### src/rtl/handshake_cmpi_pkg.sv
// Shared definitions for the elastic integer comparator family: predicate
// codes and the predicate evaluation function.
package handshake_cmpi_pkg;

    localparam logic [3:0] CMPI_EQ  = 4'd0;
    localparam logic [3:0] CMPI_NE  = 4'd1;
    localparam logic [3:0] CMPI_SLT = 4'd2;
    localparam logic [3:0] CMPI_SLE = 4'd3;
    localparam logic [3:0] CMPI_SGT = 4'd4;
    localparam logic [3:0] CMPI_SGE = 4'd5;
    localparam logic [3:0] CMPI_ULT = 4'd6;
    localparam logic [3:0] CMPI_ULE = 4'd7;
    localparam logic [3:0] CMPI_UGT = 4'd8;
    localparam logic [3:0] CMPI_UGE = 4'd9;

    // Widest operand the evaluation function handles; narrower operands are
    // zero-extended into this container by the caller.
    localparam int CMPI_MAX_W = 64;

    typedef logic [CMPI_MAX_W-1:0] cmpi_word_t;

    // Evaluate one predicate on zero-extended operands of the given width.
    // Signed order is obtained by flipping the operand sign bit (bit width-1)
    // and comparing unsigned: this maps two's complement onto offset binary.
    function automatic logic cmpi_eval(
        input logic [3:0] pred,
        input cmpi_word_t a,
        input cmpi_word_t b,
        input int         width
    );
        cmpi_word_t sign_bit;
        cmpi_word_t a_s;
        cmpi_word_t b_s;
        logic       eq;
        logic       ult;
        logic       slt;
        logic       res;
        sign_bit = cmpi_word_t'(1) << (width - 1);
        a_s      = a ^ sign_bit;
        b_s      = b ^ sign_bit;
        eq       = (a == b);
        ult      = (a < b);
        slt      = (a_s < b_s);
        case (pred)
            CMPI_EQ:  res = eq;
            CMPI_NE:  res = ~eq;
            CMPI_SLT: res = slt;
            CMPI_SLE: res = slt | eq;
            CMPI_SGT: res = ~(slt | eq);
            CMPI_SGE: res = ~slt;
            CMPI_ULT: res = ult;
            CMPI_ULE: res = ult | eq;
            CMPI_UGT: res = ~(ult | eq);
            CMPI_UGE: res = ~ult;
            default:  res = 1'b0;
        endcase
        return res;
    endfunction

endpackage

### src/rtl/handshake_cmpi_pipelined_elastic_reg.sv
// Single elastic register slot: holds one token, accepts a new token in the
// same cycle its current token is taken downstream (full throughput).
// Handshake: a token moves across an interface on a rising clock edge where
// valid and ready are both high; valid never depends on ready.
module handshake_elastic_reg #(
    parameter int WIDTH = 1
) (
    input  logic             i_clk,
    input  logic             i_rst,
    input  logic [WIDTH-1:0] i_data,
    input  logic             i_valid,
    output logic             o_ready,
    output logic [WIDTH-1:0] o_data,
    output logic             o_valid,
    input  logic             i_ready
);

    logic             r_valid;
    logic [WIDTH-1:0] r_data;

    // Slot is free, or its token leaves this cycle.
    assign o_ready = ~r_valid | i_ready;
    assign o_valid = r_valid;
    assign o_data  = r_data;

    // Token slot: load on accept, clear asynchronously on reset.
    always_ff @(posedge i_clk or posedge i_rst) begin
        if (i_rst) begin
            r_valid <= 1'b0;
            r_data  <= '0;
        end else if (o_ready) begin
            r_valid <= i_valid;
            if (i_valid) begin
                r_data <= i_data;
            end
        end
    end

endmodule

### src/rtl/handshake_cmpi_pipelined.sv
// Elastic integer comparator: joins lhs and rhs tokens, evaluates one fixed
// predicate and sends the 1-bit result through LATENCY elastic stages.
// Handshake: a token moves across an interface on a rising clock edge where
// valid and ready are both high; valid never depends on ready, ready may
// depend combinationally on valid and on downstream ready.
module handshake_cmpi_pipelined
    import handshake_cmpi_pkg::*;
#(
    parameter int DATA_TYPE = 32,
    parameter int PREDICATE = 2,
    parameter int LATENCY   = 1
) (
    input  logic                 clk,
    input  logic                 rst,
    input  logic [DATA_TYPE-1:0] lhs,
    input  logic                 lhs_valid,
    output logic                 lhs_ready,
    input  logic [DATA_TYPE-1:0] rhs,
    input  logic                 rhs_valid,
    output logic                 rhs_ready,
    output logic                 result,
    output logic                 result_valid,
    input  logic                 result_ready
);

    localparam logic [3:0] PRED_CODE = 4'(PREDICATE);

    if (PREDICATE < 0 || PREDICATE > 9) begin : g_bad_predicate
        $error("handshake_cmpi_pipelined: PREDICATE must be 0..9");
    end
    if (LATENCY < 0 || LATENCY > 4) begin : g_bad_latency
        $error("handshake_cmpi_pipelined: LATENCY must be 0..4");
    end
    if (DATA_TYPE < 1 || DATA_TYPE > CMPI_MAX_W) begin : g_bad_width
        $error("handshake_cmpi_pipelined: DATA_TYPE out of range");
    end

    // Stage k input sits at index k, output of the last stage at LATENCY.
    logic [LATENCY:0] w_stage_valid;
    logic [LATENCY:0] w_stage_data;
    logic [LATENCY:0] w_stage_ready;
    logic             w_cmp;

    assign w_cmp = cmpi_eval(PRED_CODE, CMPI_MAX_W'(lhs), CMPI_MAX_W'(rhs), DATA_TYPE);

    // Join of two operands: the pair is offered to stage 0 only when both are
    // present, and each side is released only together with its partner.
    assign w_stage_valid[0] = lhs_valid & rhs_valid;
    assign w_stage_data[0]  = w_cmp;
    assign lhs_ready        = rhs_valid & w_stage_ready[0];
    assign rhs_ready        = lhs_valid & w_stage_ready[0];

    if (LATENCY == 0) begin : g_comb
        // No storage: the join hands the result straight to the consumer.
        // Reset masks the output token and blocks consumption.
        assign w_stage_ready[0] = result_ready & ~rst;
        assign result_valid     = w_stage_valid[0] & ~rst;
        assign result           = w_stage_data[0] & ~rst;
    end else begin : g_pipe
        assign w_stage_ready[LATENCY] = result_ready;
        for (genvar k = 0; k < LATENCY; k++) begin : g_stage
            handshake_elastic_reg #(
                .WIDTH(1)
            ) u_stage (
                .i_clk   (clk),
                .i_rst   (rst),
                .i_data  (w_stage_data[k +: 1]),
                .i_valid (w_stage_valid[k]),
                .o_ready (w_stage_ready[k]),
                .o_data  (w_stage_data[k+1 +: 1]),
                .o_valid (w_stage_valid[k+1]),
                .i_ready (w_stage_ready[k+1])
            );
        end
        assign result_valid = w_stage_valid[LATENCY];
        assign result       = w_stage_data[LATENCY];
    end

endmodule
### config.mk
export PLATFORM = sky130hd
export DESIGN_NAME = handshake_cmpi_pipelined
export DESIGN_NICKNAME = d
export VERILOG_FILES = /design/src/rtl/handshake_cmpi_pkg.sv /design/src/rtl/handshake_cmpi_pipelined_elastic_reg.sv /design/src/rtl/handshake_cmpi_pipelined.sv
export SDC_FILE = /design/constraint.sdc
export NUM_CORES = 1
export LEC_CHECK = 0
export ABC_AREA = 1
export BUFFER_PORTS_ARGS = -buffer_cell sky130_fd_sc_hd__buf_2
export CELL_PAD_IN_SITES_DETAIL_PLACEMENT = 1
export CELL_PAD_IN_SITES_GLOBAL_PLACEMENT = 1
export CORE_ASPECT_RATIO = 1.4
export CORE_UTILIZATION = 25
export DETAILED_ROUTE_END_ITERATION = 7
export HOLD_SLACK_MARGIN = 0.15
export MAX_ROUTING_LAYER = met4
export PLACE_DENSITY_LB_ADDON = 0.05
export RECOVER_POWER = 50
export SYNTH_ARGS = -nofsm -noshare
export SYNTH_HDL_FRONTEND = slang
export SYNTH_HIERARCHICAL = 1
export SYNTH_SLANG_ARGS = --single-unit
### constraint.sdc
create_clock -name clk -period 1 [get_ports clk]
set_input_delay 0.2 -clock clk [delete_from_list [all_inputs] [get_ports clk]]
set_output_delay 0.2 -clock clk [all_outputs]
set_load 0.03 [all_outputs]
# After elaboration in Yosys (flattened, before gate mapping)
# Index checks and enable logic that the tools add are counted.
# op_classes
add_sub_neg	0
n_mul	0
div	0
order_cmp	1
n_eq_ne	0
n_shift	0
n_mux	0
bitwise	7
n_reduce_logical	1
# op_table
operator	count
$lt 32x32->1	1
$and 1x1->1	3
$not 1->1	3
$reduce_and 2->1	1
$or 1x1->1	1
# totals
ff_bits	2
latch_bits	0
ramBits	0
rom_bits	0
inputBits	69
memories	0

# Logic depth before layout (Yosys ltp)
# Gate-level depths: netlist (run 1).
# depth
word_depth	3
mapped_depth	13
ltp_nobuf	13

# Cells and area by module
# The synthesis (run 1) kept the hierarchy.
# modules_own_cells
mod	instances	cells_per_inst	area_each_um2
handshake_cmpi_pipelined	1	136	834.6
handshake_elastic_reg	1	10	86.3

# Worst setup path after synthesis (run 1)
# Ideal clock, no wire load.
# synth_timing
path_kind	input to register
start	input port rhs[5]
end	register g_pipe.g_stage[0].u_stage.r_data
setup_ns	0.065
arrival_ns	1.143
required_ns	0.935
setup_slack_ns	-0.208
path_stages	11
n_path_buf	0
cell_sequence	inv_1 ha_1 a21oi_1 nor2_1 nor3_2 nand2_1 nand2_1 nand2_1 a21oi_1 nand3_1 nand2_1
# synth_via
elab_chain_cells	1
# synth_rtl
element	line	rtl
from (decl)	handshake_cmpi_pipelined.sv:18	input logic [DATA_TYPE-1:0] rhs,
$lt 32x32->1	handshake_cmpi_pkg.sv:43	slt = (a_s < b_s);
net w_cmp	handshake_cmpi_pipelined.sv:42	logic w_cmp;
to (signal assigned)	handshake_cmpi_pipelined_elastic_reg.sv:34	r_data <= i_data;
to (decl)	handshake_cmpi_pipelined_elastic_reg.sv:19	logic [WIDTH-1:0] r_data;
# The timed path passes the listed nets, and every way through them passes these cells.
# A chain may end at the register's enable or synchronous reset.

# Final worst setup path (run 1)
# layout_timing
start	input port rhs[3]
end	register g_pipe.g_stage[0].u_stage.r_data
# Same word-level chain as after synthesis.

==> run_results.csv, run 1 <==
group,metric,value,unit
routing,num_vias,1234,
sta,tightest_slew,167,ps
setup_path,crit_chain,"buf_2 -> inv_1 -> ha_4 -> a21oi_1 -> nand2_1 -> nand2_1 -> nand2_1 -> nand2_1 -> nand2_1 -> a21oi_2 -> nand3_1 -> nand2_1",
logic_synthesis,ys_seq_area_frac,0.0543,
routing,ant_nets,0,
logic_synthesis,synth.distinct_cells,15,
setup_path,r2r_slack,-70,ps
sta,relSlewSlack,0.888,
setup_path,timing.rr.end,"g_pipe.g_stage[0].u_stage/o_valid$_DFFE_PP0P_",
clock_tree,clkTransAtPathRegs,30,ps
clock_tree,numCtsBuffers,3,
logic_synthesis,yosys_warnings,6,
flow_run,cap_viol_max_count,0,
grt,grt_pass1_wl,4.49,mm
cells_and_area,drive_gt1_frac,0.585,
grt,grt_max_degree,4,
grt,grt_pass1_vias,1248,
setup_path,crit_slowest_cell,"ha_4",
cells_and_area,seqCellArea,51.3,um2
setup_path,cp-end-kind,"register",
pwr,p_comb_frac,0.627,
pwr,power_frac_seq,0.089,
setup_path,cp-start-kind,"input pin",
clock_tree,clkLatencyLatePin,210,ps
pwr,p_leak,0.00100,uW
pwr,p_sw,432,uW
sta,drv_slew,0,
floorplan,initial_core_util,0.268,
setup_path,cp-endpoint,"g_pipe.g_stage[0].u_stage/o_data$_DFFE_PP0P_",
grt,grt.overflow.total,0,
pwr,p_per_area,654,mW/mm2
setup_path,worst-path-stages,12,
sta,rsz0062_at_grt,"true",
floorplan,io_pins,73,
routing,drt-wirelength-per-cell,12.1,um
setup_path,rr_startpoint,"g_pipe.g_stage[0].u_stage/o_valid$_DFFE_PP0P_",
logic_synthesis,synthMuxAreaShare,0,
sta,max_freq,852,MHz
routing,first_pass_iters,2,
grt,antenna_found_initial,0,
sta,hold_viol_final,0,
setup_path,critPathTopFamily,"simple AND/OR/NAND/NOR gates",
logic_synthesis,syn_inst,146,
setup_path,cp_data_required_time,1140,ps
floorplan,die_y,73.8,um
logic_synthesis,synthAdderAreaFrac,0.421,
floorplan,dieArea,0.00393,mm2
place,place_congestion,0.663,
setup_path,crit_start,"rhs[3]",
logic_synthesis,synth_nets,246,
cells_and_area,multi_input_area,986,um2
pwr,irDropWorstVdd,515,uV
sta,finalCriticalPeriod,1170,ps
place,port_buffers,72,
logic_synthesis,syn_area,921,um2
logic_synthesis,synth_top_family_by_area,"adder cells",
sta,finalCritPeriodShare,1.17,
status,status,"finished with violations",
logic_synthesis,post_synth_xor_area_fraction,0,
sta,skew,5.19,ps
sta,whs,378,ps
clock_tree,cts_root_buffer,"clkbuf_8",
routing,drt_iter0_drc,7,
floorplan,rows,25,
setup_path,critPathArrivalTime,1320,ps
setup_path,crit_top_cell,"nand2_1",
status,violations,"setup timing",
pwr,intPower,750,uW
routing,drc_errors,0,
hold_path,hp-start,"rhs_valid",
floorplan,core-area,0.00344,mm2
setup_path,cp_num_buf_inv,2,
sta,finalWorstSetupSlack,-174,ps
pwr,p_sw_frac,0.365,
pwr,pwr-share-clk,0.284,
setup_path,reg2reg_depth,6,
clock_tree,htreeDepth,1,
cells_and_area,finalInstanceArea,0.00181,mm2
setup_path,worst-path-max-fanout,2,
clock_tree,cts_tree,"yes",
place,hpwl,2.55,mm
logic_synthesis,syn_avg_cell_area,6.31,um2
cells_and_area,fillers,458,
setup_path,slowest_delay,200,ps
logic_synthesis,synthSimpleGateAreaFrac,0.238,
setup_path,crit_type,"input pin to register",
hold_path,hold_path_class,"input pin to register",
routing,routed_wl,3.26,mm
clock_tree,cts_buffer_depth,2,
floorplan,die_w,53.3,um
clock_tree,numClockSinks,2,
place,place_area,0.00139,mm2
cells_and_area,num_antenna_cells,0,
logic_synthesis,synth_compound_area_frac,0.115,
grt,grtUsageTotal,0.153,
routing,vias_per_cell,4.59,
logic_synthesis,ys_ff_latch,2,
cells_and_area,final_net_count,330,
cells_and_area,syn2layout_area_growth,96.3,%
sta,setup_violations,4,
==> Yosys cell counts <==
cell type / n / share of area
nand2_2: 2 / 0.014
a21oi_1: 14 / 0.076
nor3_2: 2 / 0.022
o21ai_1: 2 / 0.011
a21oi_2: 1 / 0.0095
nor3_1: 1 / 0.0054
o21a_1: 1 / 0.0082
inv_1: 42 / 0.17
nand2_1: 33 / 0.13
nor2_1: 8 / 0.033
o21ai_0: 2 / 0.011
nand4_1: 2 / 0.014
nand3_1: 3 / 0.016
dfrtp_1: 2 / 0.054
ha_1: 31 / 0.42
==> tightest hold or removal path, cell delays in order <==
cell and delay, ps:
buf_2 110, nand2_1 50, inv_1 60, nand3_1 80
nand2_1 40
==> stage by stage <==
stage | setup TNS [ps] | power (uW) | cells | utilization | setup slack (ps)
6_report | -470 | 1180 | 269 | 0.525 | -174
3_3_place_gp | -448 | 617 | 260 | 0.404 | -448
5_1_grt | -645 | 1290 | 269 | 0.525 | -249
4_1_cts | -452 | 1070 | 268 | 0.464 | -213
3_5_place_dp | -481 | 655 | 260 | 0.404 | -481
2_1_floorplan | -199 | 413 | 146 | - | -199
==> cell usage in the layout, fill, tap and decap left out <==
cell type and instances:
inv_4 2, buf_8 1, o21a_1 1, dfrtp_1 1
nand2_4 1, nand4_1 2, nand2_2 4, buf_4 6
clkbuf_1 1, nor3_2 3, a21oi_2 9, nand2_1 30
dfrtp_2 1, buf_2 59, nand3_1 2, buf_6 12
o21ai_1 4, inv_2 11, a21oi_1 6, nor2_1 5
nand3_2 1, clkbuf_8 3, inv_1 28, ha_4 17
dlygate4sd3_1 1, nor2_2 3, ha_1 14, inv_12 1
==> final cells by class <==
class | count | area share
sequential | 2 | 0.0284
inverter | 42 | 0.0969
tap | 40 | 0.0277
clock buffer | 4 | 0.0249
multi-input combinational | 102 | 0.545
timing repair buffer | 79 | 0.277
==> logic make-up (layout without fill, tap and decap cells) <==
family                   after synthesis  in the layout
AO/OA/AOI/OAI                         20             20
buffers and inverters                 42            125
AND/OR/NAND/NOR                       51             51
adder cells (fa/ha/maj)               31             31
flip-flops                             2              2
==> power groups by stage <==
| stage | Sequential, uW | Clock [uW] | Combinational (uW) |
|---|---|---|---|
| global placement | 102 | 0 | 516 |
| CTS | 101 | 343 | 630 |
| detailed placement | 102 | 0 | 553 |
| global route | 106 | 359 | 825 |
| floorplan | 126 | 0 | 286 |
| finish | 105 | 335 | 741 |
==> worst min-delay path by stage <==
stage,slack (ps),to,cells after the start
floorplan,-60,g_pipe.g_stage[0].u_stage/o_data$_DFFE_PP0P_,1
finish,380,g_pipe.g_stage[0].u_stage/o_data$_DFFE_PP0P_,5
global route,390,g_pipe.g_stage[0].u_stage/o_data$_DFFE_PP0P_,5
CTS,380,g_pipe.g_stage[0].u_stage/o_valid$_DFFE_PP0P_,5
global placement,50,g_pipe.g_stage[0].u_stage/o_data$_DFFE_PP0P_,2
detailed placement,60,g_pipe.g_stage[0].u_stage/o_data$_DFFE_PP0P_,2
==> registers in the layout (all words and copies together), names as in the netlist <==
signal and cells:
g_pipe.g_stage.u_stage/o_data 1, g_pipe.g_stage.u_stage/o_valid 1
==> per-layer routing <==
metal	share of wire	GRT usage
met5	0	-
met4	0.0025	0.0263
met3	0.045	0.0228
met2	0.62	0.324
met1	0.33	0.132
==> what timing repair did <==
item                       4_1_cts  5_1_grt
hold endpoints to repair         2        0
setup endpoints to repair        3        4
resized for setup               26       37
pin swaps                       14       23
hold buffers                     1        0
buffers inserted                 3        1
No activity file was read; power rests on OpenSTA's default activity.
==> inputs of run 2 (changes only) <==
- clock period: 1 -> 1.2 ns (I/O delays scaled with it)
==> run 2 against run 1 <==
Compared with the run above:
- the flow still finishes with violations (setup timing)
- first-iteration DRC count down 71%
- cell count down 1.9%
- design area down 9.9%
- clock-buffer cell count down 1
==> run_results.csv, run 2 (same netlist as run 1, synthesis figures left out) <==
group,metric,value,unit
status,status,"finished with violations",
cells_and_area,syn2layout_area_growth,76.9,%
routing,num_vias,1162,
cells_and_area,finalInstanceArea,0.00163,mm2
hold_path,hold_path_class,"input pin to register",
floorplan,dieArea,0.00393,mm2
grt,grt_pass1_wl,4.23,mm
routing,ant_nets,0,
place,port_buffers,72,
place,numPlacedInstances,258,
cells_and_area,fillers,456,
cells_and_area,final_cells,264,
floorplan,initial_core_util,0.268,
cells_and_area,layout_common_cells,"buf_2, inv_1, nand2_1",
sta,relSlewSlack,0.882,
clock_tree,htreeDepth,1,
sta,skew,5.43,ps
cells_and_area,final_common_cell,"buf_2",
routing,drt_iter0_drc,2,
grt,grt_max_degree,4,
floorplan,rows,25,
grt,grtUsageTotal,0.144,
pwr,irDropWorstVdd,350,uV
setup_path,critPathArrivalTime,1370,ps
routing,drt-wirelength-per-cell,10.0,um
sta,drv_slew,0,
clock_tree,cts_root_buffer,"clkbuf_8",
setup_path,r2r_slack,360,ps
grt,grt_pass1_vias,1173,
routing,vias_per_cell,4.40,
sta,tightest_slew,176,ps
clock_tree,clkLatencyLatePin,220,ps
grt,antenna_found_initial,0,
routing,routed_wl,2.65,mm
place,place_area,0.00137,mm2
sta,setup_violations,1,
place,place_congestion,0.656,
setup_path,worst-path-max-fanout,3,
setup_path,cp_data_required_time,1350,ps
cells_and_area,final_net_count,326,
sta,hold_viol_final,0,
place,hpwl,2.36,mm
sta,finalWorstSetupSlack,-23.9,ps
floorplan,die_y,73.8,um
setup_path,crit_type,"input pin to register",
pwr,p_per_area,543,mW/mm2
cells_and_area,seqCellArea,50.0,um2
sta,setup-tns-final,-23.9,ps
clock_tree,cts_tree,"yes",
sta,finalCriticalPeriod,1220,ps
sta,finalCritPeriodShare,1.02,
flow_run,cap_viol_max_count,0,
clock_tree,clkTransAtPathRegs,30,ps
floorplan,core-area,0.00344,mm2
grt,grt.overflow.total,0,
cells_and_area,drive_gt1_frac,0.482,
clock_tree,numCtsBuffers,3,
clock_tree,numClockSinks,2,
pwr,p_leak,0.000987,uW
floorplan,io_pins,73,
routing,drc_errors,0,
sta,max_freq,817,MHz
setup_path,cp-end-kind,"register",
setup_path,cp-start-kind,"input pin",
cells_and_area,num_antenna_cells,0,
cells_and_area,multi_input_area,861,um2
floorplan,die_w,53.3,um
clock_tree,cts_buffer_depth,2,
routing,first_pass_iters,4,
status,violations,"setup timing",
sta,rsz0062_at_grt,"true",
run 2: worst max-delay path: stages:
cell and delay (ps):
buf_2 100, ha_1 320, a21oi_1 130, o21ai_1 80, nand2_1 60, nand3_1 80
nand2_1 70, nand2_1 70, a21oi_2 100, nand3_1 80, nand2_1 60
run 2: repair_timing:
action | in CTS | in global routing
resized for setup | 25 | 13
setup endpoints to repair | 3 | 2
cloned | 0 | 0
buffers inserted | 2 | 0
pin swaps | 13 | 6
hold buffers | 1 | 0
endpoints found under the hold margin | 2 | 0
run 2: cell type report:
class,instances,share of cell area
timing repair buffer,75,0.279
tap,40,0.0307
clock buffer,3,0.0253
inverter,42,0.106
sequential,2,0.0307
multi-input combinational,102,0.528
run 2: path summary, 6_finish.rpt:
| check | cells past startpoint | start | endpoint |
|---|---|---|---|
| setup / recovery | 11 | lhs[19] | g_pipe.g_stage[0].u_stage/o_data$_DFFE_PP0P_ |
| max in group asynchronous | 3 | rst | g_pipe.g_stage[0].u_stage/o_data$_DFFE_PP0P_ |
| hold reg to reg | 2 | g_pipe.g_stage[0].u_stage/o_data$_DFFE_PP0P_ | g_pipe.g_stage[0].u_stage/o_data$_DFFE_PP0P_ |
| hold / removal | 5 | lhs_valid | g_pipe.g_stage[0].u_stage/o_valid$_DFFE_PP0P_ |
| min in group asynchronous | 3 | rst | g_pipe.g_stage[0].u_stage/o_valid$_DFFE_PP0P_ |
| setup reg to reg | 5 | g_pipe.g_stage[0].u_stage/o_valid$_DFFE_PP0P_ | g_pipe.g_stage[0].u_stage/o_data$_DFFE_PP0P_ |
run 2: through the flow:
stage | utilization | setup slack [ps] | total power (uW) | hold WS [ps]
6_report | 0.473 | -23.9 | 884 | 389
3_5_place_dp | 0.399 | -300 | 531 | 90.4
5_1_grt | 0.473 | -139 | 974 | 427
3_3_place_gp | 0.399 | -285 | 505 | 92.0
4_1_cts | 0.457 | -27.0 | 875 | 397
2_1_floorplan | - | -39.1 | 342 | -18.8
run 2: per-layer routing:
metal,routed length [um],track usage,part of all wire
met1,984,0.133,0.37
met2,1470,0.292,0.56
met3,172,0.0186,0.065
met4,21,0.0351,0.0079
met5,0,-,0
run 2: report_power, final:
part	switching, uW	total, uW	internal (uW)
clock	59.1	272	213
combinational	259	528	268
sequential	6.52	84.6	78.1
==> inputs of run 3 (changes only) <==
- PLACE_DENSITY: default -> 0.92
- PLACE_DENSITY_LB_ADDON: 0.05 -> default
- clock period: 1.2 -> 1.19 ns (I/O delays scaled with it)
==> run 3 against run 2 <==
Compared with the run above:
- via count rose by 6.5%
- the flow still finishes with violations (setup timing)
- die area did not move
- largest cell class unchanged
- register-to-register slack got worse by 130 ps
==> run_results.csv, run 3 (same netlist as run 1, synthesis figures left out) <==
group,metric,value,unit
routing,drt_iter0_drc,27,
sta,setup_violations,1,
cells_and_area,layout_common_cells,"buf_2, inv_1, nand2_1",
setup_path,cp-end-kind,"register",
place,port_buffers,72,
setup_path,crit_slowest_cell,"ha_4",
grt,grt_max_degree,5,
routing,drc_errors,0,
clock_tree,numClockSinks,2,
sta,tightest_slew,196,ps
sta,relSlewSlack,0.868,
pwr,p_leak,0.000991,uW
sta,finalCritPeriodShare,1.08,
cells_and_area,final_net_count,328,
grt,grtUsageTotal,0.191,
setup_path,crit_type,"input pin to register",
flow_run,cap_viol_max_count,0,
floorplan,dieArea,0.00393,mm2
floorplan,rows,25,
place,place_congestion,0.755,
clock_tree,cts_root_buffer,"clkbuf_8",
sta,finalWorstSetupSlack,-99.1,ps
cells_and_area,num_antenna_cells,0,
cells_and_area,syn2layout_area_growth,89.1,%
routing,routed_wl,3.49,mm
sta,rsz0062_at_grt,"true",
grt,grt_pass1_wl,5.20,mm
setup_path,slowest_delay,200,ps
place,pre_cts_ws,-362,ps
routing,vias_per_cell,4.65,
cells_and_area,final_common_cell,"buf_2",
routing,wl_met2,2.01,mm
routing,highest_layer,"met4",
cells_and_area,drive_gt1_frac,0.540,
setup_path,cp_num_buf_inv,2,
cells_and_area,fillers,462,
sta,drv_slew,0,
floorplan,io_pins,73,
sta,skew,1.68,ps
clock_tree,cts_tree,"yes",
place,numPlacedInstances,259,
floorplan,die_w,53.3,um
setup_path,critPathArrivalTime,1440,ps
clock_tree,clkTransAtPathRegs,30,ps
floorplan,initial_core_util,0.268,
floorplan,die_y,73.8,um
grt,grt.overflow.total,0,
sta,hold_viol_final,0,
status,violations,"setup timing",
routing,ant_nets,0,
place,place_area,0.00138,mm2
grt,antenna_found_initial,0,
sta,finalCriticalPeriod,1290,ps
setup_path,crit_chain,"buf_2 -> inv_1 -> ha_4 -> a21oi_2 -> nor2_1 -> nor2_1 -> nand3_1 -> nand2_1 -> nand2_2 -> a21oi_2 -> nand3_1 -> nand2_1",
cells_and_area,post-route-util,0.506,
sta,max_freq,776,MHz
setup_path,cp-start-kind,"input pin",
routing,wl_met1,1.10,mm
routing,wl_met3,219,um
floorplan,core-area,0.00344,mm2
cells_and_area,seqCellArea,50.0,um2
setup_path,cp_data_required_time,1340,ps
cells_and_area,final_cells,266,
clock_tree,clkLatencyLatePin,210,ps
routing,first_pass_iters,4,
clock_tree,cts_buffer_depth,2,
cells_and_area,multi_input_area,955,um2
setup_path,critPathTopFamily,"simple AND/OR/NAND/NOR gates",
grt,grt_pass1_vias,1354,
status,status,"finished with violations",
pwr,p_per_area,556,mW/mm2
setup_path,worst-path-max-fanout,2,
cells_and_area,finalInstanceArea,0.00174,mm2
hold_path,hold_path_class,"input pin to register",
clock_tree,numCtsBuffers,3,
routing,num_vias,1238,
place,hpwl,2.46,mm
routing,drt-wirelength-per-cell,13.1,um
clock_tree,htreeDepth,1,
pwr,irDropWorstVdd,534,uV
==> run 3: cell count changes in the layout (fill, tap and decap cells not counted), moves of 2 or more <==
cell | previous run | this run
ha_4 | 8 | 14
inv_2 | 4 | 7
o21ai_1 | 4 | 2
a21oi_4 | 0 | 2
nand2_1 | 31 | 29
inv_1 | 36 | 33
nand2_2 | 4 | 6
ha_1 | 23 | 17
==> run 3: layout make-up <==
class / instances / share of cell area
multi-input combinational: 102 / 0.548
timing repair buffer: 77 / 0.272
inverter: 42 / 0.0991
sequential: 2 / 0.0287
tap: 40 / 0.0287
clock buffer: 3 / 0.0237
==> run 3: final timing paths <==
kind                                                                 end  slack, ps                                     startpoint  cells past startpoint
min in group asynchronous   g_pipe.g_stage[0].u_stage/o_data$_DFFE_PP0P_        420                                            rst                      3
max in group asynchronous  g_pipe.g_stage[0].u_stage/o_valid$_DFFE_PP0P_        660                                            rst                      3
setup reg to reg            g_pipe.g_stage[0].u_stage/o_data$_DFFE_PP0P_        230  g_pipe.g_stage[0].u_stage/o_valid$_DFFE_PP0P_                      6
hold reg to reg             g_pipe.g_stage[0].u_stage/o_data$_DFFE_PP0P_        480   g_pipe.g_stage[0].u_stage/o_data$_DFFE_PP0P_                      2
hold / removal             g_pipe.g_stage[0].u_stage/o_valid$_DFFE_PP0P_        390                                      rhs_valid                      5
setup / recovery            g_pipe.g_stage[0].u_stage/o_data$_DFFE_PP0P_       -100                                        rhs[21]                     12
==> run 3: metrics by stage <==
stage               power (uW)  TNS, ps  hold WS (ps)
CTS                        905    -51.9           383
global route              1060     -301           433
global placement           518     -332          92.6
finish                     968    -99.1           393
floorplan                  345    -47.1         -20.8
detailed placement         542     -362          88.2
==> run 3: power breakdown <==
group	leakage, uW	switching, uW	internal [uW]
Sequential	0.0000246	5.41	78.7
Combinational	0.000945	303	316
Clock	0.0000216	51.3	214
Total	0.000991	360	608
==> run 3: what timing repair did <==
| item | in CTS | in global routing |
|---|---|---|
| gates cloned | 0 | 0 |
| pin swaps | 18 | 13 |
| buffers inserted | 2 | 1 |
| hold endpoints to repair | 2 | 0 |
| hold buffers | 1 | 0 |
| resized for setup | 34 | 17 |
| setup endpoints to repair | 3 | 3 |
==> run 3: layer usage <==
layer | global-route usage | up-vias
met2 | 0.388 | 62
met4 | 0.129 | 0
met5 | - | -
met3 | 0.0373 | 16
met1 | 0.134 | 541
li1 | - | 619
==> run 3: worst register-to-register path, cell delays in order (launching register included) <==
cell	delay, ps
dfrtp_1	380
nand2_2	100
buf_4	110
buf_4	100
nand2_2	40
nand2_1	50
nand2_1	50
